File: config.mk
export PLATFORM = sky130hd
export DESIGN_NAME = example_differentiator
export DESIGN_NICKNAME = d
export VERILOG_FILES = /design/src/rtl/example_differentiator_pkg.sv /design/src/rtl/example_differentiator_ctrl_saturate.sv /design/src/rtl/example_differentiator.sv
export SDC_FILE = /design/constraint.sdc
export NUM_CORES = 1
export LEC_CHECK = 0
export ABC_AREA = 1
export CAP_MARGIN = 20
export CORE_UTILIZATION = 50
export CTS_BUF_LIST = sky130_fd_sc_hd__clkbuf_2 sky130_fd_sc_hd__clkbuf_4 sky130_fd_sc_hd__clkbuf_8
export DETAILED_ROUTE_END_ITERATION = 10
export PLACE_DENSITY_LB_ADDON = 0.15
export SLEW_MARGIN = 20
export SYNTH_ARGS = -nofsm -noshare
export SYNTH_HDL_FRONTEND = slang
export SYNTH_SLANG_ARGS = --single-unit
File: constraint.sdc
create_clock -name clk -period 3 [get_ports clk]
set_input_delay 0.3 -clock clk [delete_from_list [all_inputs] [get_ports clk]]
set_output_delay 0.3 -clock clk [all_outputs]
set_load 0.02 [all_outputs]
File: src/rtl/example_differentiator_pkg.sv
// Shared definitions for the PID-path filters: controller state encoding and
// accumulator sizing used by the differentiator and the trapezoidal integrator.
package example_differentiator_pkg;

   typedef enum logic [2:0] {
      IDLE  = 3'd0,
      DIFF  = 3'd1,
      MUL_D = 3'd2,
      MUL_A = 3'd3,
      SAT   = 3'd4
   } ctrl_state_t;

   // Accumulator holds a full coefficient product on the state scale plus two guard bits.
   function automatic int acc_width(input int dw, input int cf, input int cw);
      return dw + cf + cw + 2;
   endfunction

   function automatic int state_width(input int dw, input int cf);
      return dw + cf;
   endfunction

endpackage

File: src/rtl/example_differentiator_ctrl_saturate.sv
// Parameterised signed clamp from a wide accumulator down to OW bits
// (MAX = 2^(OW-1)-1, MIN = -2^(OW-1)); shared with the integrator overflow logic.
module example_differentiator_ctrl_saturate #(
   parameter int IW = 58,
   parameter int OW = 40
) (
   input  logic [IW-1:0] din,
   output logic [OW-1:0] dout
);

   localparam logic [OW-1:0] OMAX = {1'b0, {(OW-1){1'b1}}};
   localparam logic [OW-1:0] OMIN = {1'b1, {(OW-1){1'b0}}};

   logic signed [IW-1:0] max_ext;
   logic signed [IW-1:0] min_ext;
   logic signed [IW-1:0] din_s;

   assign max_ext = {{(IW-OW){1'b0}}, OMAX};
   assign min_ext = {{(IW-OW){1'b1}}, OMIN};
   assign din_s   = din;

   // Clamp to the representable output range.
   always_comb begin
      dout = din[OW-1:0];
      if (din_s > max_ext) begin
         dout = OMAX;
      end else if (din_s < min_ext) begin
         dout = OMIN;
      end else begin
         dout = din[OW-1:0];
      end
   end

endmodule

File: src/rtl/example_differentiator.sv
// Filtered differentiator y[n] = AP*y[n-1] + KD*(u[n]-u[n-1]) with one shared multiplier.
// Optional sticky overrun flag: define EXAMPLE_DIFFERENTIATOR_OVERRUN_EN.
module example_differentiator
   import example_differentiator_pkg::*;
#(
   parameter int                     DW = 24,
   parameter int                     CW = 16,
   parameter int                     CF = 16,
   parameter logic signed [CW-1:0]   KD = 16'sd1024,
   parameter logic signed [CW-1:0]   AP = 16'sd0
) (
   input  logic          clk,
   input  logic          rst_n,
   input  logic          ce_in,
   input  logic [DW-1:0] sig_in,
   output logic          ce_out,
   output logic [DW-1:0] sig_out,
   output logic          busy
`ifdef EXAMPLE_DIFFERENTIATOR_OVERRUN_EN
   ,
   output logic          overrun
`endif
);

   localparam int YW  = state_width(DW, CF);
   localparam int AW  = acc_width(DW, CF, CW);
   localparam int DUW = DW + 1;
   localparam int PW  = CW + YW;

   ctrl_state_t state, next_state;

   logic signed [DW-1:0]  un;
   logic signed [DW-1:0]  u_prev;
   logic signed [DUW-1:0] du;
   logic signed [AW-1:0]  acc;
   logic signed [YW-1:0]  yn;
   logic [YW-1:0]         sat_out;

   logic signed [CW-1:0]  mul_coef;
   logic signed [YW-1:0]  mul_data;
   logic signed [PW-1:0]  mul_prod;
   logic signed [AW-1:0]  prod_ext;
   logic signed [AW-1:0]  pole_ext;

   // Operand select for the single multiplier: KD*du in MUL_D, AP*yn in MUL_A.
   always_comb begin
      mul_coef = KD;
      mul_data = YW'(du);
      if (state == MUL_A) begin
         mul_coef = AP;
         mul_data = yn;
      end else begin
         mul_coef = KD;
         mul_data = YW'(du);
      end
   end

   assign mul_prod = PW'(mul_coef) * PW'(mul_data);
   assign prod_ext = AW'(mul_prod);
   // Arithmetic shift truncates toward -inf, so negative decays round down.
   assign pole_ext = AW'(mul_prod >>> CF);

   example_differentiator_ctrl_saturate #(
      .IW (AW),
      .OW (YW)
   ) u_sat (
      .din  (acc),
      .dout (sat_out)
   );

   // State register and registered busy flag.
   always_ff @(posedge clk or negedge rst_n) begin
      if (!rst_n) begin
         state <= IDLE;
         busy  <= 1'b0;
      end else begin
         state <= next_state;
         busy  <= (next_state != IDLE);
      end
   end

   // Next-state sequencing; a strobe outside IDLE is ignored.
   always_comb begin
      next_state = state;
      case (state)
         IDLE: begin
            if (ce_in) begin
               next_state = DIFF;
            end else begin
               next_state = IDLE;
            end
         end
         DIFF:    next_state = MUL_D;
         MUL_D:   next_state = MUL_A;
         MUL_A:   next_state = SAT;
         SAT:     next_state = IDLE;
         default: next_state = IDLE;
      endcase
   end

   // Datapath: one operation per state.
   always_ff @(posedge clk or negedge rst_n) begin
      if (!rst_n) begin
         un     <= '0;
         u_prev <= '0;
         du     <= '0;
         acc    <= '0;
         yn     <= '0;
         ce_out <= 1'b0;
      end else begin
         ce_out <= 1'b0;
         case (state)
            IDLE: begin
               if (ce_in) begin
                  un <= sig_in;
               end
            end
            DIFF: begin
               du     <= DUW'(un) - DUW'(u_prev);
               u_prev <= un;
            end
            MUL_D: acc <= prod_ext;
            MUL_A: acc <= acc + pole_ext;
            SAT: begin
               // The stored state itself is clamped so the pole cannot wind up.
               yn     <= sat_out;
               ce_out <= 1'b1;
            end
            default: ;
         endcase
      end
   end

   assign sig_out = yn[YW-1:CF];

`ifdef EXAMPLE_DIFFERENTIATOR_OVERRUN_EN
   // Sticky record of any strobe that arrived while a sample was in flight.
   always_ff @(posedge clk or negedge rst_n) begin
      if (!rst_n) begin
         overrun <= 1'b0;
      end else if (ce_in && busy) begin
         overrun <= 1'b1;
      end
   end
`endif

endmodule

-- After elaboration in Yosys (flattened, before gate mapping)
Index checks and enable logic that the tools add are counted.
- register bits: 176
- output and inout port bits: 26
- logic and storage cells: 29
- add/sub/neg operators: 2
- multipliers: 1
- magnitude comparators: 2
- eq/ne operators: 4
- muxes and demuxes: 8
- reduce and logical (&&, ||, !) cells: 4
- operators with widths (cell ; number):
    2-to-1 mux 40 bit ; 3
    one-hot mux 58 bit (2 select lines) ; 1
    adder 58 x 36 -> 58 bit ; 1
    > comparator 58 x 40 -> 1 bit (second input constant) ; 1
    < comparator 58 x 40 -> 1 bit (second input constant) ; 1
    multiplier 12 x 40 -> 52 bit ; 1
    subtractor 24 x 24 -> 25 bit ; 1
    one-hot mux 3 bit (4 select lines) ; 1
    2-to-1 mux 11 bit ; 1
    equality test 3 x 2 -> 1 bit (second input constant) ; 2
    equality test 3 x 1 -> 1 bit (second input constant) ; 1
    equality test 3 bit (second input constant) ; 1
    zero test 3 bit ; 1
    nonzero test 3 bit ; 1
    2-to-1 mux 1 bit ; 2
    AND reduction 2 bit ; 1
    nonzero test 2 bit ; 1

-- Depth between registers and ports, before layout
Gate-level depths: netlist of run 1.
- depth in word-level cells: 5
- mapped depth: 19
- depth with buffers taken out: 18

-- Modules after synthesis
A second synthesis of run 1 with hierarchy kept.
- cell total of the unflattened synthesis: 2154
- area, all modules: 13371.6 sq um
- modules (own cells, without submodules) (module ; times used ; cells each ; area each (sq um) ; seq. area each (sq um)):
    example_differentiator ; 1 ; 2035 ; 12873.6 ; 4003.8
    example_differentiator_ctrl_saturate ; 1 ; 119 ; 498.0 ; 0.0

-- Worst setup path before layout of run 1
OpenSTA, ideal clock, no wires.
- path type: register to register
- start: register state[2]
- end: register acc[53]
- data arrival time: 2.953 ns
- required time: 2.881 ns
- path slack: -0.072 ns
- cell stages (with the launch flop): 16
- cells stage by stage: dfrtp_1 > inv_2 > nand2_4 > nor2_4 > nor2_1 > ha_1 > nand2_1 > inv_1 > a21oi_1 > nand2_1 > a21oi_1 > nor2_1 > nor2_1 > nand3_1 > nand3_1 > nand2_1
- cells in the longest elaborated chain, start to end: 5
- elaborated cells on any way between the ends: 8
- classes of those cells: add/sub (1); mul (1); eq/ne (2); mux (3); reduce/logical (1)
- RTL lines (what ; line ; source):
    start, declared ; example_differentiator.sv:30 ; ctrl_state_t state, next_state;
    start signal, assigned ; example_differentiator.sv:77 ; state <= next_state;
    equality test 3 x 2 -> 1 bit ; example_differentiator.sv:49, example_differentiator.sv:112 ;
    2-to-1 mux 11 bit or 2-to-1 mux 40 bit (tied branches) ; example_differentiator.sv:49 ; if (state == MUL_A) begin
    multiplier 12 x 40 -> 52 bit ; example_differentiator.sv:58 ; assign mul_prod = PW'(mul_coef) * PW'(mul_data);
    adder 58 x 36 -> 58 bit ; example_differentiator.sv:123 ; MUL_A: acc <= acc + pole_ext;
    one-hot mux 58 bit (2 select lines) ; example_differentiator.sv:112 ; case (state)
    end signal, assigned ; example_differentiator.sv:122 ; MUL_D: acc <= prod_ext;
    end signal, assigned ; example_differentiator.sv:123 ;
    end, declared ; example_differentiator.sv:35 ; logic signed [AW-1:0] acc;
Parallel ways exist; a longest one is shown, timed or not.
A chain may end at the register's enable or synchronous reset.

-- Worst setup path in the final report of run 1
- start: register state[2]
- end: register acc[37]
Same word-level chain as after synthesis.

==> impl_results.html, run 1 <==
<table>
<tr><th>Metric</th><th>Value</th></tr>
<tr><th colspan="2">Synth</th></tr>
<tr><td>Largest cells by area after synthesis</td><td>sky130_fd_sc_hd__dfrtp_1, sky130_fd_sc_hd__nand2_1, sky130_fd_sc_hd__inv_1</td></tr>
<tr><td>Synthesized net count</td><td>2,114</td></tr>
<tr><td>Fraction of post-synthesis cell area in the top cell type by area</td><td>31.02%</td></tr>
<tr><td>Most frequently used flop master after synthesis</td><td>sky130_fd_sc_hd__dfrtp_1</td></tr>
<tr><td>Share of synthesized area occupied by flip-flops and latches</td><td>31.02%</td></tr>
<tr><td>Number of synthesized register bits</td><td>160</td></tr>
<tr><td>Syn. warnings</td><td>0</td></tr>
<tr><td>Async set-reset flop share out of synthesis</td><td>100.0%</td></tr>
<tr><td>Post-synth top area cell</td><td>sky130_fd_sc_hd__dfrtp_1</td></tr>
<tr><td>Synthesized instance count</td><td>2,005</td></tr>
<tr><td>Library cells used by synthesis</td><td>43</td></tr>
<tr><td>Cell Area, Synth</td><td>12,910 um^2</td></tr>
<tr><td>Post-synthesis area per instance</td><td>6.438 um^2</td></tr>
<tr><td>Count of flip-flops with a built-in enable after synthesis</td><td>0</td></tr>
<tr><th colspan="2">Routing</th></tr>
<tr><td>Wire length per cell after detailed routing</td><td>18.15 um</td></tr>
<tr><td>Iteration count of the initial detailed-routing pass</td><td>6</td></tr>
<tr><td>Starting DRC count in detailed routing</td><td>1,209</td></tr>
<tr><td>Detailed-route wire length</td><td>43,510 um</td></tr>
<tr><td>Antenna violation net count after detailed routing</td><td>0</td></tr>
<tr><td>Via density per instance</td><td>5.513</td></tr>
<tr><td>Number of DRC violations after detailed routing</td><td>0</td></tr>
<tr><td>Detailed-route via count</td><td>13,210</td></tr>
<tr><th colspan="2">Worst setup path</th></tr>
<tr><td>Element type at the critical path start</td><td>register</td></tr>
<tr><td>Sort of element at the end of the critical path</td><td>register</td></tr>
<tr><td>Reg2reg setup slack</td><td>0.06 ns</td></tr>
<tr><td>Maximum fanout along the worst path</td><td>14</td></tr>
<tr><td>Capture point of the worst reg-to-reg path</td><td>acc[37]$_DFFE_PN0P_</td></tr>
<tr><td>Beginning of the critical path</td><td>state[2]$_DFF_PN0_</td></tr>
<tr><td>Arrival time of data at the critical path endpoint</td><td>3.34 ns</td></tr>
<tr><td>Count of cells along the worst register-to-register path</td><td>16</td></tr>
<tr><td>Critical Setup Path Class</td><td>reg -&gt; reg</td></tr>
<tr><td>Critical path required time</td><td>3.40 ns</td></tr>
<tr><td>Startpoint of the most critical register-to-register path</td><td>state[2]$_DFF_PN0_</td></tr>
<tr><th colspan="2">Timing</th></tr>
<tr><td>Part of the cycle the worst path needs</td><td>98.05%</td></tr>
<tr><td>Final setup viols</td><td>0</td></tr>
<tr><td>Worst clock skew on the final layout</td><td>0.02684 ns</td></tr>
<tr><td>Slew of the pin with the lowest slew margin</td><td>0.9156 ns</td></tr>
<tr><td>Minimum clock period after layout</td><td>2.941 ns</td></tr>
<tr><td>Upper clock frequency limit</td><td>340.0 MHz</td></tr>
<tr><td>Final Hold Violating Endpoints</td><td>0</td></tr>
<tr><td>Max-Slew Margin vs Limit</td><td>38.32%</td></tr>
<tr><td>Pins over their slew limit</td><td>0</td></tr>
<tr><th colspan="2">Cells and area</th></tr>
<tr><td>Commonest cells after routing, fill and taps aside</td><td>sky130_fd_sc_hd__nand2_1, sky130_fd_sc_hd__inv_1, sky130_fd_sc_hd__nor2_1</td></tr>
<tr><td>Commonest non-fill, non-tap cell in the layout</td><td>sky130_fd_sc_hd__nand2_1</td></tr>
<tr><td>Filler Cells Inserted</td><td>2,527</td></tr>
<tr><td>Area added between synthesis and finish</td><td>14.24%</td></tr>
<tr><td>Total non-filler cell area in the finished layout</td><td>14,750 um^2</td></tr>
<tr><td>Number of nets in the layout</td><td>2,163</td></tr>
<tr><td>ANT cells</td><td>0</td></tr>
<tr><td>Share of layout cells above drive strength 1</td><td>10.01%</td></tr>
<tr><th colspan="2">GRT</th></tr>
<tr><td>GRT Resource Usage Total</td><td>33.20%</td></tr>
<tr><td>Met3 Resource Use GR</td><td>7.181%</td></tr>
<tr><td>Global routing met1 resource utilization</td><td>47.92%</td></tr>
<tr><td>First-pass GRT wire length</td><td>66,570 um</td></tr>
<tr><td>Global Route met2 Usage</td><td>48.02%</td></tr>
<tr><td>Pin count of the biggest net entering global routing</td><td>77</td></tr>
<tr><td>Via count of the first global-routing pass</td><td>12,170</td></tr>
<tr><td>Most utilized layer in the global route result</td><td>met2</td></tr>
<tr><td>Global route overflow</td><td>0</td></tr>
<tr><td>Antenna violations before repair</td><td>0</td></tr>
<tr><th colspan="2">Clocking</th></tr>
<tr><td>Num CTS Buffers</td><td>17</td></tr>
<tr><td>CTS tree</td><td>yes</td></tr>
<tr><td>CTS sink cnt</td><td>160</td></tr>
<tr><td>Clock input transition at the sequential cells of the worst setup and hold paths</td><td>0.12 ns</td></tr>
<tr><td>Root Driver</td><td>sky130_fd_sc_hd__clkbuf_8</td></tr>
<tr><td>Max clock buf depth</td><td>2</td></tr>
<tr><td>Clock network latency to the later pin of the worst-skew pair</td><td>0.49 ns</td></tr>
<tr><td>H-tree level count</td><td>4</td></tr>
<tr><th colspan="2">Floorplan</th></tr>
<tr><td>Total die area</td><td>26,460 um^2</td></tr>
<tr><td>Effective utilization at floorplan</td><td>51.11%</td></tr>
<tr><td>Die Wd</td><td>162.7 um</td></tr>
<tr><td>Vertical extent of the die</td><td>162.7 um</td></tr>
<tr><td>Count of standard-cell rows</td><td>58</td></tr>
<tr><td>Core Area</td><td>25,250 um^2</td></tr>
<tr><td>Total I/O pin count</td><td>53</td></tr>
<tr><th colspan="2">Placed design</th></tr>
<tr><td>Detailed-placement wirelength estimate</td><td>33,770 um</td></tr>
<tr><td>Count of port buffers added during placement</td><td>52</td></tr>
<tr><td>Placer congestion estimate</td><td>1.062</td></tr>
<tr><td>Placement Cell Area</td><td>13,780 um^2</td></tr>
<tr><th colspan="2">Status</th></tr>
<tr><td>Run status</td><td>finished clean</td></tr>
<tr><th colspan="2">Min path</th></tr>
<tr><td>Type of the most critical hold path</td><td>in -&gt; async</td></tr>
<tr><th colspan="2">Run</th></tr>
<tr><td>Max-cap viol count</td><td>0</td></tr>
</table>
-- registers in the layout (all words and copies together), names as in the netlist --
register,cells
busy,1
du,25
un,24
u_prev,24
acc,58
ce_out,1
state,3
yn,24
-- through the flow --
step                      setup WS, ns  instances  hold WS [ns]  TNS [ns]  util (%)
after detailed placement       -0.1284       2355        0.2711    -1.211     54.56
after global placement        -0.09107       2355        0.2717   -0.5690     54.56
after CTS                      0.01728       2389        0.3176         0     56.66
after global routing          -0.03428       2397        0.3334   -0.1467     58.39
final                          0.05856       2397        0.3044         0     58.39
after floorplan                 0.2953       2005      0.004409         0         -
-- worst max path at each step --
| stage | to | depth (start not counted) |
|---|---|---|
| floorplan | acc[53]$_DFFE_PN0P_ | 15 |
| global placement | acc[32]$_DFFE_PN0P_ | 19 |
| detailed placement | acc[56]$_DFFE_PN0P_ | 19 |
| CTS | acc[20]$_DFFE_PN0P_ | 16 |
| global route | acc[37]$_DFFE_PN0P_ | 16 |
| finish | acc[37]$_DFFE_PN0P_ | 16 |
-- worst max-delay path, stage by stage, from the launching register on --
cell and delay (ns):
sky130_fd_sc_hd__dfrtp_1 0.41, sky130_fd_sc_hd__inv_2 0.08, sky130_fd_sc_hd__nand2_4 0.05, sky130_fd_sc_hd__nor2_4 0.14
sky130_fd_sc_hd__buf_12 0.18, sky130_fd_sc_hd__clkbuf_16 0.20, sky130_fd_sc_hd__nor2_1 0.05, sky130_fd_sc_hd__ha_1 0.41
sky130_fd_sc_hd__nand2_2 0.15, sky130_fd_sc_hd__nor2_4 0.18, sky130_fd_sc_hd__nand2_1 0.16, sky130_fd_sc_hd__nor2_2 0.18
sky130_fd_sc_hd__buf_4 0.12, sky130_fd_sc_hd__nand3_1 0.17, sky130_fd_sc_hd__nand4_1 0.15, sky130_fd_sc_hd__nand3_1 0.09
sky130_fd_sc_hd__a21oi_1 0.14
-- kinds of logic after synthesis --
family,Yosys count,share of synthesized area (%)
mux,22,1.919
xor+xnor,17,1.154
flops,160,31.02
simple gates,1004,31.86
buf+inv,392,12.30
fa+ha+maj,82,8.065
compound gates,328,13.68
-- per-layer routing --
| metal | vias to the layer above | part of all wire [%] | wire (um) |
|---|---|---|---|
| li1 | 6442 | - | - |
| met1 | 6175 | 46 | 19950 |
| met2 | 511 | 42 | 18150 |
| met3 | 86 | 9.1 | 3938 |
| met4 | 0 | 3.4 | 1479 |
| met5 | - | 0 | 0 |
-- timing repair --
action,CTS,global route
hold endpoints to repair,48,0
cloned,1,2
hold buffers,1,0
pin swaps,0,13
resized for setup,17,91
buffers inserted,0,6
endpoints found under the setup margin,29,45
-- cell usage after synthesis (13+ instances only) --
| cell | count |
|---|---|
| sky130_fd_sc_hd__nor3_1 | 17 |
| sky130_fd_sc_hd__clkbuf_1 | 24 |
| sky130_fd_sc_hd__o21bai_1 | 13 |
| sky130_fd_sc_hd__nor2_1 | 193 |
| sky130_fd_sc_hd__nand3_1 | 101 |
| sky130_fd_sc_hd__nand4_1 | 21 |
| sky130_fd_sc_hd__a21oi_1 | 171 |
| sky130_fd_sc_hd__buf_4 | 26 |
| sky130_fd_sc_hd__buf_2 | 15 |
| sky130_fd_sc_hd__inv_1 | 319 |
| sky130_fd_sc_hd__o21ai_0 | 98 |
| sky130_fd_sc_hd__dfrtp_1 | 160 |
| sky130_fd_sc_hd__mux2_2 | 22 |
| sky130_fd_sc_hd__ha_1 | 80 |
| sky130_fd_sc_hd__nand2_1 | 632 |
-- final cells by class --
cell class                 count  area (um^2)  share of cell area [%]
clock inverter                15        207.7                   1.409
multi-input combinational   1453         7697                   52.20
timing repair buffer          99        977.2                   6.627
tap                          330        412.9                   2.800
clock buffer                  17        234.0                   1.587
inverter                     323         1212                   8.222
sequential                   160         4004                   27.15
Power of run 1 is left out: the tool's default activity adds up to more than one toggle a clock period on the data nets, which glitch-free logic cannot reach.
==> run 2, diff against run 1 <==
--- a/config.mk
+++ b/config.mk
@@ -5,10 +5,10 @@
 export SDC_FILE = /design/constraint.sdc
 export NUM_CORES = 1
 export LEC_CHECK = 0
-export ABC_AREA = 1
+export ABC_AREA = 0
 export CAP_MARGIN = 20
 export CORE_UTILIZATION = 50
-export CTS_BUF_LIST = sky130_fd_sc_hd__clkbuf_2 sky130_fd_sc_hd__clkbuf_4 sky130_fd_sc_hd__clkbuf_8
+export CTS_BUF_LIST = sky130_fd_sc_hd__clkbuf_8
 export DETAILED_ROUTE_END_ITERATION = 10
 export PLACE_DENSITY_LB_ADDON = 0.15
 export SLEW_MARGIN = 20
==> run 2 against run 1 <==
  * The run now ends with negative setup slack left
  * Synthesized area is 14% lower
  * Setup slack got worse by 0.44 ns
  * Utilization increased by 8.3 points
  * Critical path depth rose by 1
  * Flip-flop and latch count unchanged
  * Clock skew decreased by 0.010 ns
  * First-iteration DRC count down 64%
  * Synthesized cell count is 39% lower
  * Via count down 26%
  * Clock-buffer cell count increased by 1
  * Critical path type unchanged
  * Largest cell class unchanged
==> impl_results.html, run 2 <==
<table>
<tr><th>Metric</th><th>Value</th></tr>
<tr><th colspan="2">Floorplan</th></tr>
<tr><td>Die Wd</td><td>150.9 um (was 162.7 um)</td></tr>
<tr><td>Total I/O pin count</td><td>53 (unchanged)</td></tr>
<tr><td>Vertical extent of the die</td><td>150.9 um (was 162.7 um)</td></tr>
<tr><td>Count of standard-cell rows</td><td>54 (was 58)</td></tr>
<tr><td>Total die area</td><td>22,770 um^2 (was 26,460 um^2)</td></tr>
<tr><td>Effective utilization at floorplan</td><td>50.94% (was 51.11%)</td></tr>
<tr><td>Core Area</td><td>21,760 um^2 (was 25,250 um^2)</td></tr>
<tr><th colspan="2">Timing</th></tr>
<tr><td>Slew of the pin with the lowest slew margin</td><td>0.8266 ns (was 0.9156 ns)</td></tr>
<tr><td>Final setup viols</td><td>39 (was 0)</td></tr>
<tr><td>Unrepaired setup endpoints after global routing</td><td>yes</td></tr>
<tr><td>Max-Slew Margin vs Limit</td><td>44.89% (was 38.32%)</td></tr>
<tr><td>Worst clock skew on the final layout</td><td>0.01645 ns (was 0.02684 ns)</td></tr>
<tr><td>Minimum clock period after layout</td><td>3.384 ns (was 2.941 ns)</td></tr>
<tr><td>Worst setup slack after layout</td><td>-0.3841 ns (was 0.05856 ns)</td></tr>
<tr><td>Final Hold Violating Endpoints</td><td>0 (unchanged)</td></tr>
<tr><td>Post-route worst hold slack</td><td>0.3138 ns (was 0.3044 ns)</td></tr>
<tr><td>Part of the cycle the worst path needs</td><td>112.8% (was 98.05%)</td></tr>
<tr><td>Pins over their slew limit</td><td>0 (unchanged)</td></tr>
<tr><td>Upper clock frequency limit</td><td>295.5 MHz (was 340.0 MHz)</td></tr>
<tr><th colspan="2">Synth</th></tr>
<tr><td>Syn. warnings</td><td>0 (unchanged)</td></tr>
<tr><td>Synthesized instance count</td><td>1,232 (was 2,005)</td></tr>
<tr><td>Fraction of post-synthesis cell area in the top cell type by area</td><td>36.13% (was 31.02%)</td></tr>
<tr><td>Post-synthesis area per instance</td><td>8.996 um^2 (was 6.438 um^2)</td></tr>
<tr><td>Async set-reset flop share out of synthesis</td><td>100.0% (unchanged)</td></tr>
<tr><td>Cell Area, Synth</td><td>11,080 um^2 (was 12,910 um^2)</td></tr>
<tr><td>Most used standard cell by instance count after synthesis</td><td>sky130_fd_sc_hd__dfrtp_1 (was sky130_fd_sc_hd__nand2_1)</td></tr>
<tr><td>Count of flip-flops with a built-in enable after synthesis</td><td>0 (unchanged)</td></tr>
<tr><td>Most frequently used flop master after synthesis</td><td>sky130_fd_sc_hd__dfrtp_1 (unchanged)</td></tr>
<tr><td>Cell types with the highest counts after synthesis</td><td>sky130_fd_sc_hd__dfrtp_1, sky130_fd_sc_hd__a21oi_1, sky130_fd_sc_hd__nand2_1, sky130_fd_sc_hd__o21ai_0, sky130_fd_sc_hd__ha_1 (was sky130_fd_sc_hd__nand2_1, sky130_fd_sc_hd__inv_1, sky130_fd_sc_hd__nor2_1, sky130_fd_sc_hd__a21oi_1, sky130_fd_sc_hd__dfrtp_1)</td></tr>
<tr><td>Number of synthesized register bits</td><td>160 (unchanged)</td></tr>
<tr><td>Library cells used by synthesis</td><td>77 (was 43)</td></tr>
<tr><td>Post-synth top area cell</td><td>sky130_fd_sc_hd__dfrtp_1 (unchanged)</td></tr>
<tr><td>Largest cells by area after synthesis</td><td>sky130_fd_sc_hd__dfrtp_1, sky130_fd_sc_hd__ha_1, sky130_fd_sc_hd__a21oi_1 (was sky130_fd_sc_hd__dfrtp_1, sky130_fd_sc_hd__nand2_1, sky130_fd_sc_hd__inv_1)</td></tr>
<tr><td>Synthesized net count</td><td>1,341 (was 2,114)</td></tr>
<tr><td>Share of synthesized area occupied by flip-flops and latches</td><td>36.13% (was 31.02%)</td></tr>
<tr><th colspan="2">Cells and area</th></tr>
<tr><td>Commonest cells after routing, fill and taps aside</td><td>sky130_fd_sc_hd__buf_4, sky130_fd_sc_hd__dfrtp_1, sky130_fd_sc_hd__a21oi_1 (was sky130_fd_sc_hd__nand2_1, sky130_fd_sc_hd__inv_1, sky130_fd_sc_hd__nor2_1)</td></tr>
<tr><td>Area added between synthesis and finish</td><td>30.95% (was 14.24%)</td></tr>
<tr><td>Largest registers</td><td>acc (58), du (25) (unchanged)</td></tr>
<tr><td>Largest register FFs</td><td>58 (unchanged)</td></tr>
<tr><td>Number of cells in the finished layout apart from fillers</td><td>1,768 (was 2,397)</td></tr>
<tr><td>ANT cells</td><td>0 (unchanged)</td></tr>
<tr><td>Share of layout cells above drive strength 1</td><td>30.65% (was 10.01%)</td></tr>
<tr><td>Largest register by flop count</td><td>acc (unchanged)</td></tr>
<tr><td>Total non-filler cell area in the finished layout</td><td>14,510 um^2 (was 14,750 um^2)</td></tr>
<tr><td>Filler Cells Inserted</td><td>1,780 (was 2,527)</td></tr>
<tr><td>Number of nets in the layout</td><td>1,584 (was 2,163)</td></tr>
<tr><td>Commonest non-fill, non-tap cell in the layout</td><td>sky130_fd_sc_hd__buf_4 (was sky130_fd_sc_hd__nand2_1)</td></tr>
<tr><th colspan="2">Placed design</th></tr>
<tr><td>Detailed-placement wirelength estimate</td><td>21,350 um (was 33,770 um)</td></tr>
<tr><td>Placement Cell Area</td><td>13,450 um^2 (was 13,780 um^2)</td></tr>
<tr><td>Placer congestion estimate</td><td>0.9109 (was 1.062)</td></tr>
<tr><td>DP Cell Count</td><td>1,713 (was 2,355)</td></tr>
<tr><td>Count of port buffers added during placement</td><td>52 (unchanged)</td></tr>
<tr><th colspan="2">Worst setup path</th></tr>
<tr><td>Sort of element at the end of the critical path</td><td>register (unchanged)</td></tr>
<tr><td>Beginning of the critical path</td><td>state[2]$_DFF_PN0_ (unchanged)</td></tr>
<tr><td>Arrival time of data at the critical path endpoint</td><td>3.74 ns (was 3.34 ns)</td></tr>
<tr><td>Maximum fanout along the worst path</td><td>12 (was 14)</td></tr>
<tr><td>Startpoint of the most critical register-to-register path</td><td>state[2]$_DFF_PN0_ (unchanged)</td></tr>
<tr><td>Element type at the critical path start</td><td>register (unchanged)</td></tr>
<tr><td>Critical path required time</td><td>3.36 ns (was 3.40 ns)</td></tr>
<tr><td>Critical Setup Path Class</td><td>reg -&gt; reg (unchanged)</td></tr>
<tr><th colspan="2">GRT</th></tr>
<tr><td>Global route overflow</td><td>0 (unchanged)</td></tr>
<tr><td>Pin count of the biggest net entering global routing</td><td>76 (was 77)</td></tr>
<tr><td>First-pass GRT wire length</td><td>46,810 um (was 66,570 um)</td></tr>
<tr><td>Antenna violations before repair</td><td>0 (unchanged)</td></tr>
<tr><td>GRT Resource Usage Total</td><td>26.17% (was 33.20%)</td></tr>
<tr><td>Via count of the first global-routing pass</td><td>9,671 (was 12,170)</td></tr>
<tr><th colspan="2">Clocking</th></tr>
<tr><td>CTS sink cnt</td><td>160 (unchanged)</td></tr>
<tr><td>Max clock buf depth</td><td>2 (unchanged)</td></tr>
<tr><td>Clock network latency to the later pin of the worst-skew pair</td><td>0.47 ns (was 0.49 ns)</td></tr>
<tr><td>CTS tree</td><td>yes (unchanged)</td></tr>
<tr><td>H-tree level count</td><td>4 (unchanged)</td></tr>
<tr><td>Root Driver</td><td>sky130_fd_sc_hd__clkbuf_8 (unchanged)</td></tr>
<tr><td>Num CTS Buffers</td><td>17 (unchanged)</td></tr>
<tr><td>Clock input transition at the sequential cells of the worst setup and hold paths</td><td>0.09 ns (was 0.12 ns)</td></tr>
<tr><th colspan="2">Status</th></tr>
<tr><td>Violations in the final reports</td><td>negative setup slack</td></tr>
<tr><td>Run status</td><td>complete, but fails checks (was finished clean)</td></tr>
<tr><th colspan="2">Routing</th></tr>
<tr><td>Iteration count of the initial detailed-routing pass</td><td>5 (was 6)</td></tr>
<tr><td>Antenna violation net count after detailed routing</td><td>0 (unchanged)</td></tr>
<tr><td>Starting DRC count in detailed routing</td><td>436 (was 1,209)</td></tr>
<tr><td>Detailed-route via count</td><td>9,778 (was 13,210)</td></tr>
<tr><td>Wire length per cell after detailed routing</td><td>16.34 um (was 18.15 um)</td></tr>
<tr><td>Detailed-route wire length</td><td>28,880 um (was 43,510 um)</td></tr>
<tr><td>Via density per instance</td><td>5.531 (was 5.513)</td></tr>
<tr><td>Number of DRC violations after detailed routing</td><td>0 (unchanged)</td></tr>
<tr><th colspan="2">Min path</th></tr>
<tr><td>Type of the most critical hold path</td><td>in -&gt; async (unchanged)</td></tr>
<tr><th colspan="2">Run</th></tr>
<tr><td>Max-cap viol count</td><td>0 (unchanged)</td></tr>
</table>
[run 2: changes by cell type after synthesis, moves of 21 or more]
cell	change
sky130_fd_sc_hd__a21o_1	+41
sky130_fd_sc_hd__a21oi_1	-28
sky130_fd_sc_hd__clkbuf_1	+21
sky130_fd_sc_hd__inv_1	-279
sky130_fd_sc_hd__mux2_2	+24
sky130_fd_sc_hd__nand2_1	-517
sky130_fd_sc_hd__nand3_1	-84
sky130_fd_sc_hd__nor2_1	-123
sky130_fd_sc_hd__nor2b_1	+40
sky130_fd_sc_hd__xnor2_1	+34
sky130_fd_sc_hd__xor2_1	+23
[run 2: repair_timing]
action	CTS	global route
pin swaps	24	32
hold endpoints to repair	46	0
setup buffers	10	11
setup endpoints to repair	43	50
cloned	2	0
resized for setup	45	57
hold buffers	1	0
[run 2: layer usage]
layer	up-vias	track usage, %	share of wire, %
met5	-	0	0
met4	0	8.700	2.4
met3	47	3.554	2.2
met2	136	46.86	51
met1	4729	32.19	44
li1	4866	-	-
[run 2: cell families (layout without fill, tap and decap cells)]
group / count (synthesis) / in the layout / synth area share [%]
AO/OA/AOI/OAI: 394 / 394 / 22.34
XOR/XNOR: 74 / 74 / 5.848
adder cells (fa/ha/maj): 82 / 82 / 9.393
buffers and inverters: 129 / 385 / 5.362
flip-flops: 160 / 160 / 36.13
multiplexers: 65 / 65 / 6.401
AND/OR/NAND/NOR: 328 / 328 / 14.53
[run 2: final timing paths]
kind	endpoint	slack, ns	depth (start not counted)
worst max-delay path	acc[56]$_DFFE_PN0P_	-0.38	17
worst min-delay path	acc[53]$_DFFE_PN0P_	0.31	2
worst max register to register	acc[56]$_DFFE_PN0P_	-0.38	17
worst min register to register	du[1]$_DFFE_PN0P_	0.50	2
max in group asynchronous	state[0]$_DFF_PN0_	1.90	3
min in group clk	un[1]$_DFFE_PN0P_	0.38	3
[run 2: cell type report]
type | instances | area (um^2) | area share, %
clock buffer | 18 | 247.7 | 1.707
clock inverter | 14 | 150.1 | 1.034
inverter | 41 | 161.4 | 1.112
multi-input combinational | 943 | 7051 | 48.58
sequential | 160 | 4005 | 27.59
tap | 280 | 350.3 | 2.414
timing repair buffer | 310 | 2536 | 17.47
timing repair inverter | 2 | 12.51 | 0.08621
[run 2: metrics by stage]
step | TNS (ns) | setup slack, ns | utilization, %
floorplan | -4.708 | -0.4151 | -
global placement | -8.445 | -0.4538 | 61.82
detailed placement | -10.86 | -0.4888 | 61.82
CTS | -7.421 | -0.3543 | 65.17
global route | -15.43 | -0.5061 | 66.71
finish | -7.544 | -0.3841 | 66.71
[run 2: worst max-delay path, cell delays in order (launching register included)]
cell	delay, ns
sky130_fd_sc_hd__dfrtp_1	0.41
sky130_fd_sc_hd__nor2b_4	0.14
sky130_fd_sc_hd__nand2_4	0.11
sky130_fd_sc_hd__inv_8	0.11
sky130_fd_sc_hd__buf_12	0.12
sky130_fd_sc_hd__nor2b_4	0.05
sky130_fd_sc_hd__buf_12	0.15
sky130_fd_sc_hd__ha_4	0.28
sky130_fd_sc_hd__and2_4	0.14
sky130_fd_sc_hd__and3_4	0.18
sky130_fd_sc_hd__nand4_1	0.12
sky130_fd_sc_hd__or3_1	0.34
sky130_fd_sc_hd__o32a_1	0.29
sky130_fd_sc_hd__and2_4	0.17
sky130_fd_sc_hd__o31a_1	0.28
sky130_fd_sc_hd__o21ai_2	0.16
sky130_fd_sc_hd__xnor2_1	0.13
sky130_fd_sc_hd__o21ai_1	0.07
Power of run 2 is left out for the same reason.
==> run 3, diff against run 2 <==
--- a/config.mk
+++ b/config.mk
@@ -10,6 +10,7 @@
 export CORE_UTILIZATION = 50
 export CTS_BUF_LIST = sky130_fd_sc_hd__clkbuf_8
 export DETAILED_ROUTE_END_ITERATION = 10
+export DONT_BUFFER_PORTS = 1
 export PLACE_DENSITY_LB_ADDON = 0.15
 export SLEW_MARGIN = 20
 export SYNTH_ARGS = -nofsm -noshare
==> constraint.sdc (replaced) <==
create_clock -name clk -period 3.68 [get_ports clk]
set_input_delay 0.368 -clock clk [delete_from_list [all_inputs] [get_ports clk]]
set_output_delay 0.368 -clock clk [all_outputs]
set_load 0.02 [all_outputs]
==> run 3 against run 2 <==
  * The flow finishes with violations (negative hold slack)
  * Setup slack improved by 0.57 ns
  * Register-to-register slack improved by 0.57 ns
  * Flip-flop and latch count unchanged
  * Final area decreased by 18%
  * Highest routed layer unchanged
==> impl_results.html, run 3 (synthesis results as in run 2) <==
<table>
<tr><th>Metric</th><th>Value</th></tr>
<tr><th colspan="2">Cells and area</th></tr>
<tr><td>Commonest non-fill, non-tap cell in the layout</td><td>sky130_fd_sc_hd__dfrtp_1 (was sky130_fd_sc_hd__buf_4)</td></tr>
<tr><td>Filler Cells Inserted</td><td>2,052 (was 1,780)</td></tr>
<tr><td>Largest register FFs</td><td>58 (unchanged)</td></tr>
<tr><td>Share of layout cells above drive strength 1</td><td>14.39% (was 30.65%)</td></tr>
<tr><td>Utilization of the core after routing</td><td>54.78% (was 66.71%)</td></tr>
<tr><td>Number of nets in the layout</td><td>1,320 (was 1,584)</td></tr>
<tr><td>Total area of multi-input combinational cells</td><td>6590 um^2 (was 7051 um^2)</td></tr>
<tr><td>Largest register by flop count</td><td>acc (unchanged)</td></tr>
<tr><td>Storage element area</td><td>4005 um^2 (unchanged)</td></tr>
<tr><td>Commonest cells after routing, fill and taps aside</td><td>sky130_fd_sc_hd__dfrtp_1, sky130_fd_sc_hd__a21oi_1, sky130_fd_sc_hd__nand2_1 (was sky130_fd_sc_hd__buf_4, sky130_fd_sc_hd__dfrtp_1, sky130_fd_sc_hd__a21oi_1)</td></tr>
<tr><td>Number of cells in the finished layout apart from fillers</td><td>1,503 (was 1,768)</td></tr>
<tr><td>ANT cells</td><td>0 (unchanged)</td></tr>
<tr><td>Largest registers</td><td>acc (58), du (25) (unchanged)</td></tr>
<tr><td>Total non-filler cell area in the finished layout</td><td>11,920 um^2 (was 14,510 um^2)</td></tr>
<tr><td>Area added between synthesis and finish</td><td>7.541% (was 30.95%)</td></tr>
<tr><th colspan="2">Status</th></tr>
<tr><td>Run status</td><td>complete, but fails checks (unchanged)</td></tr>
<tr><td>Violations in the final reports</td><td>negative hold slack (was negative setup slack)</td></tr>
<tr><th colspan="2">Placed design</th></tr>
<tr><td>Count of port buffers added during placement</td><td>0 (was 52)</td></tr>
<tr><td>Detailed-placement wirelength estimate</td><td>18,880 um (was 21,350 um)</td></tr>
<tr><td>DP Cell Count</td><td>1,470 (was 1,713)</td></tr>
<tr><td>Placement Cell Area</td><td>11,380 um^2 (was 13,450 um^2)</td></tr>
<tr><td>Placer congestion estimate</td><td>0.9117 (was 0.9109)</td></tr>
<tr><th colspan="2">Floorplan</th></tr>
<tr><td>Vertical extent of the die</td><td>150.9 um (unchanged)</td></tr>
<tr><td>Count of standard-cell rows</td><td>54 (unchanged)</td></tr>
<tr><td>Total I/O pin count</td><td>53 (unchanged)</td></tr>
<tr><td>Core Area</td><td>21,760 um^2 (unchanged)</td></tr>
<tr><td>Die Wd</td><td>150.9 um (unchanged)</td></tr>
<tr><td>Effective utilization at floorplan</td><td>50.94% (unchanged)</td></tr>
<tr><td>Total die area</td><td>22,770 um^2 (unchanged)</td></tr>
<tr><th colspan="2">Worst setup path</th></tr>
<tr><td>Element type at the critical path start</td><td>register (unchanged)</td></tr>
<tr><td>Slowest cell on crit path</td><td>sky130_fd_sc_hd__fa_1 (was sky130_fd_sc_hd__dfrtp_1)</td></tr>
<tr><td>Count of cells along the worst register-to-register path</td><td>15 (was 17)</td></tr>
<tr><td>Critical Path Stages</td><td>15 (was 17)</td></tr>
<tr><td>Largest stage delay on the critical path</td><td>0.44 ns (was 0.41 ns)</td></tr>
<tr><td>Maximum fanout along the worst path</td><td>9 (was 12)</td></tr>
<tr><td>Critical path required time</td><td>4.02 ns (was 3.36 ns)</td></tr>
<tr><td>Buffers and inverters on the worst path</td><td>1 (was 3)</td></tr>
<tr><td>Arrival time of data at the critical path endpoint</td><td>3.84 ns (was 3.74 ns)</td></tr>
<tr><td>Crit path cell chain</td><td>nor2b_4 &gt; nand2_2 &gt; buf_4 &gt; nand2_1 &gt; fa_1 &gt; nor2b_2 &gt; o31ai_2 &gt; a211oi_2 &gt; a211oi_2 &gt; o32a_1 &gt; and2_1 &gt; o31a_1 &gt; o21ai_2 &gt; xnor2_1 &gt; o21ai_1 (was nor2b_4 &gt; nand2_4 &gt; inv_8 &gt; buf_12 &gt; nor2b_4 &gt; buf_12 &gt; ha_4 &gt; and2_4 &gt; and3_4 &gt; nand4_1 &gt; or3_1 &gt; o32a_1 &gt; and2_4 &gt; o31a_1 &gt; o21ai_2 &gt; xnor2_1 &gt; o21ai_1)</td></tr>
<tr><td>Critical path's top delay family</td><td>compound AO/OA/AOI/OAI gates (was simple AND/OR/NAND/NOR gates)</td></tr>
<tr><td>Critical Setup Path Class</td><td>reg -&gt; reg (unchanged)</td></tr>
<tr><td>Cell type with the highest occurrence count on the critical path</td><td>sky130_fd_sc_hd__a211oi_2</td></tr>
<tr><td>Sort of element at the end of the critical path</td><td>register (unchanged)</td></tr>
<tr><th colspan="2">GRT</th></tr>
<tr><td>GRT Resource Usage Total</td><td>23.43% (was 26.17%)</td></tr>
<tr><td>First-pass GRT wire length</td><td>41,830 um (was 46,810 um)</td></tr>
<tr><td>Via count of the first global-routing pass</td><td>8,435 (was 9,671)</td></tr>
<tr><td>Pin count of the biggest net entering global routing</td><td>161 (was 76)</td></tr>
<tr><td>Global route overflow</td><td>0 (unchanged)</td></tr>
<tr><td>Antenna violations before repair</td><td>0 (unchanged)</td></tr>
<tr><th colspan="2">Clocking</th></tr>
<tr><td>Number of buffers inserted to repair setup after CTS</td><td>0 (was 10)</td></tr>
<tr><td>Max clock buf depth</td><td>2 (unchanged)</td></tr>
<tr><td>CTS sink cnt</td><td>160 (unchanged)</td></tr>
<tr><td>Clock input transition at the sequential cells of the worst setup and hold paths</td><td>0.09 ns (about the same)</td></tr>
<tr><td>H-tree level count</td><td>4 (unchanged)</td></tr>
<tr><td>Clock network latency to the later pin of the worst-skew pair</td><td>0.46 ns (was 0.47 ns)</td></tr>
<tr><td>CTS tree</td><td>yes (unchanged)</td></tr>
<tr><td>Root Driver</td><td>sky130_fd_sc_hd__clkbuf_8 (unchanged)</td></tr>
<tr><td>Num CTS Buffers</td><td>17 (unchanged)</td></tr>
<tr><td>Number of hold-repair buffers added at the cts stage</td><td>2 (was 1)</td></tr>
<tr><th colspan="2">Routing</th></tr>
<tr><td>Iteration count of the initial detailed-routing pass</td><td>4 (was 5)</td></tr>
<tr><td>Wire length per cell after detailed routing</td><td>17.01 um (was 16.34 um)</td></tr>
<tr><td>Number of DRC violations after detailed routing</td><td>0 (unchanged)</td></tr>
<tr><td>Antenna violation net count after detailed routing</td><td>0 (unchanged)</td></tr>
<tr><td>Via density per instance</td><td>5.717 (was 5.531)</td></tr>
<tr><td>Detailed-route wire length</td><td>25,570 um (was 28,880 um)</td></tr>
<tr><td>Starting DRC count in detailed routing</td><td>316 (was 436)</td></tr>
<tr><td>Detailed-route via count</td><td>8,592 (was 9,778)</td></tr>
<tr><th colspan="2">Timing</th></tr>
<tr><td>Final setup viols</td><td>0 (was 39)</td></tr>
<tr><td>Slew of the pin with the lowest slew margin</td><td>0.8655 ns (was 0.8266 ns)</td></tr>
<tr><td>Unrepaired setup endpoints after global routing</td><td>yes (unchanged)</td></tr>
<tr><td>Max-Slew Margin vs Limit</td><td>42.30% (was 44.89%)</td></tr>
<tr><td>Upper clock frequency limit</td><td>285.8 MHz (was 295.5 MHz)</td></tr>
<tr><td>Final Hold Violating Endpoints</td><td>160 (was 0)</td></tr>
<tr><td>Pins over their slew limit</td><td>0 (unchanged)</td></tr>
<tr><td>Part of the cycle the worst path needs</td><td>95.06% (was 112.8%)</td></tr>
<tr><td>Minimum clock period after layout</td><td>3.498 ns (was 3.384 ns)</td></tr>
<tr><td>Worst clock skew on the final layout</td><td>0.01446 ns (was 0.01645 ns)</td></tr>
<tr><td>Final TNS setup</td><td>0 ns (was -7.544 ns)</td></tr>
<tr><td>Post-route worst hold slack</td><td>-0.4008 ns (was 0.3138 ns)</td></tr>
<tr><th colspan="2">Min path</th></tr>
<tr><td>Type of the most critical hold path</td><td>in -&gt; async (unchanged)</td></tr>
<tr><th colspan="2">Run</th></tr>
<tr><td>Max-cap viol count</td><td>0 (unchanged)</td></tr>
</table>
==> run 3: layout make-up <==
class	instances	area share, %
inverter	41	1.396
sequential	160	33.60
timing repair buffer	48	3.170
multi-input combinational	943	55.29
tap	280	2.939
clock inverter	14	1.638
clock buffer	17	1.963
==> run 3: worst paths after layout <==
check	from	endpoint	slack, ns
setup reg to reg	state[1]$_DFF_PN0_	acc[56]$_DFFE_PN0P_	0.18
setup / recovery	state[1]$_DFF_PN0_	acc[56]$_DFFE_PN0P_	0.18
min in group clk	ce_in	busy$_DFF_PN0_	0.05
hold / removal	rst_n	acc[53]$_DFFE_PN0P_	-0.40
hold reg to reg	acc[4]$_DFFE_PN0P_	acc[4]$_DFFE_PN0P_	0.49
max in group asynchronous	rst_n	acc[43]$_DFFE_PN0P_	3.66
==> run 3: metal layers <==
layer	wire length, um	share of wire [%]	global-route usage [%]
met1	11470	45	30.19
met2	12830	50	41.01
met3	881	3.4	3.464
met4	383	1.5	5.800
met5	0	0	0
==> run 3: through the flow <==
step / hold slack (ns) / setup slack (ns)
CTS: -0.4313 / 0.07768
global route: -0.4363 / -0.02477
floorplan: 0.07241 / 0.06369
detailed placement: 0.07875 / 0.05008
global placement: 0.07838 / 0.1557
finish: -0.4008 / 0.1816
==> run 3: timing repair <==
action / CTS / global route
hold endpoints to repair: 162 / 160
gates cloned: 0 / 0
gates resized for setup: 1 / 18
setup endpoints to repair: 1 / 25
pin swaps: 0 / 7
==> run 3: worst reg2reg max path: stages (launching register included) <==
cell                       delay [ns]
sky130_fd_sc_hd__dfrtp_1         0.39
sky130_fd_sc_hd__nor2b_4         0.13
sky130_fd_sc_hd__nand2_2         0.14
sky130_fd_sc_hd__buf_4           0.20
sky130_fd_sc_hd__nand2_1         0.10
sky130_fd_sc_hd__fa_1            0.44
sky130_fd_sc_hd__nor2b_2         0.16
sky130_fd_sc_hd__o31ai_2         0.10
sky130_fd_sc_hd__a211oi_2        0.36
sky130_fd_sc_hd__a211oi_2        0.17
sky130_fd_sc_hd__o32a_1          0.35
sky130_fd_sc_hd__and2_1          0.19
sky130_fd_sc_hd__o31a_1          0.32
sky130_fd_sc_hd__o21ai_2         0.13
sky130_fd_sc_hd__xnor2_1         0.13
sky130_fd_sc_hd__o21ai_1         0.07
Power of run 3 is left out for the same reason.
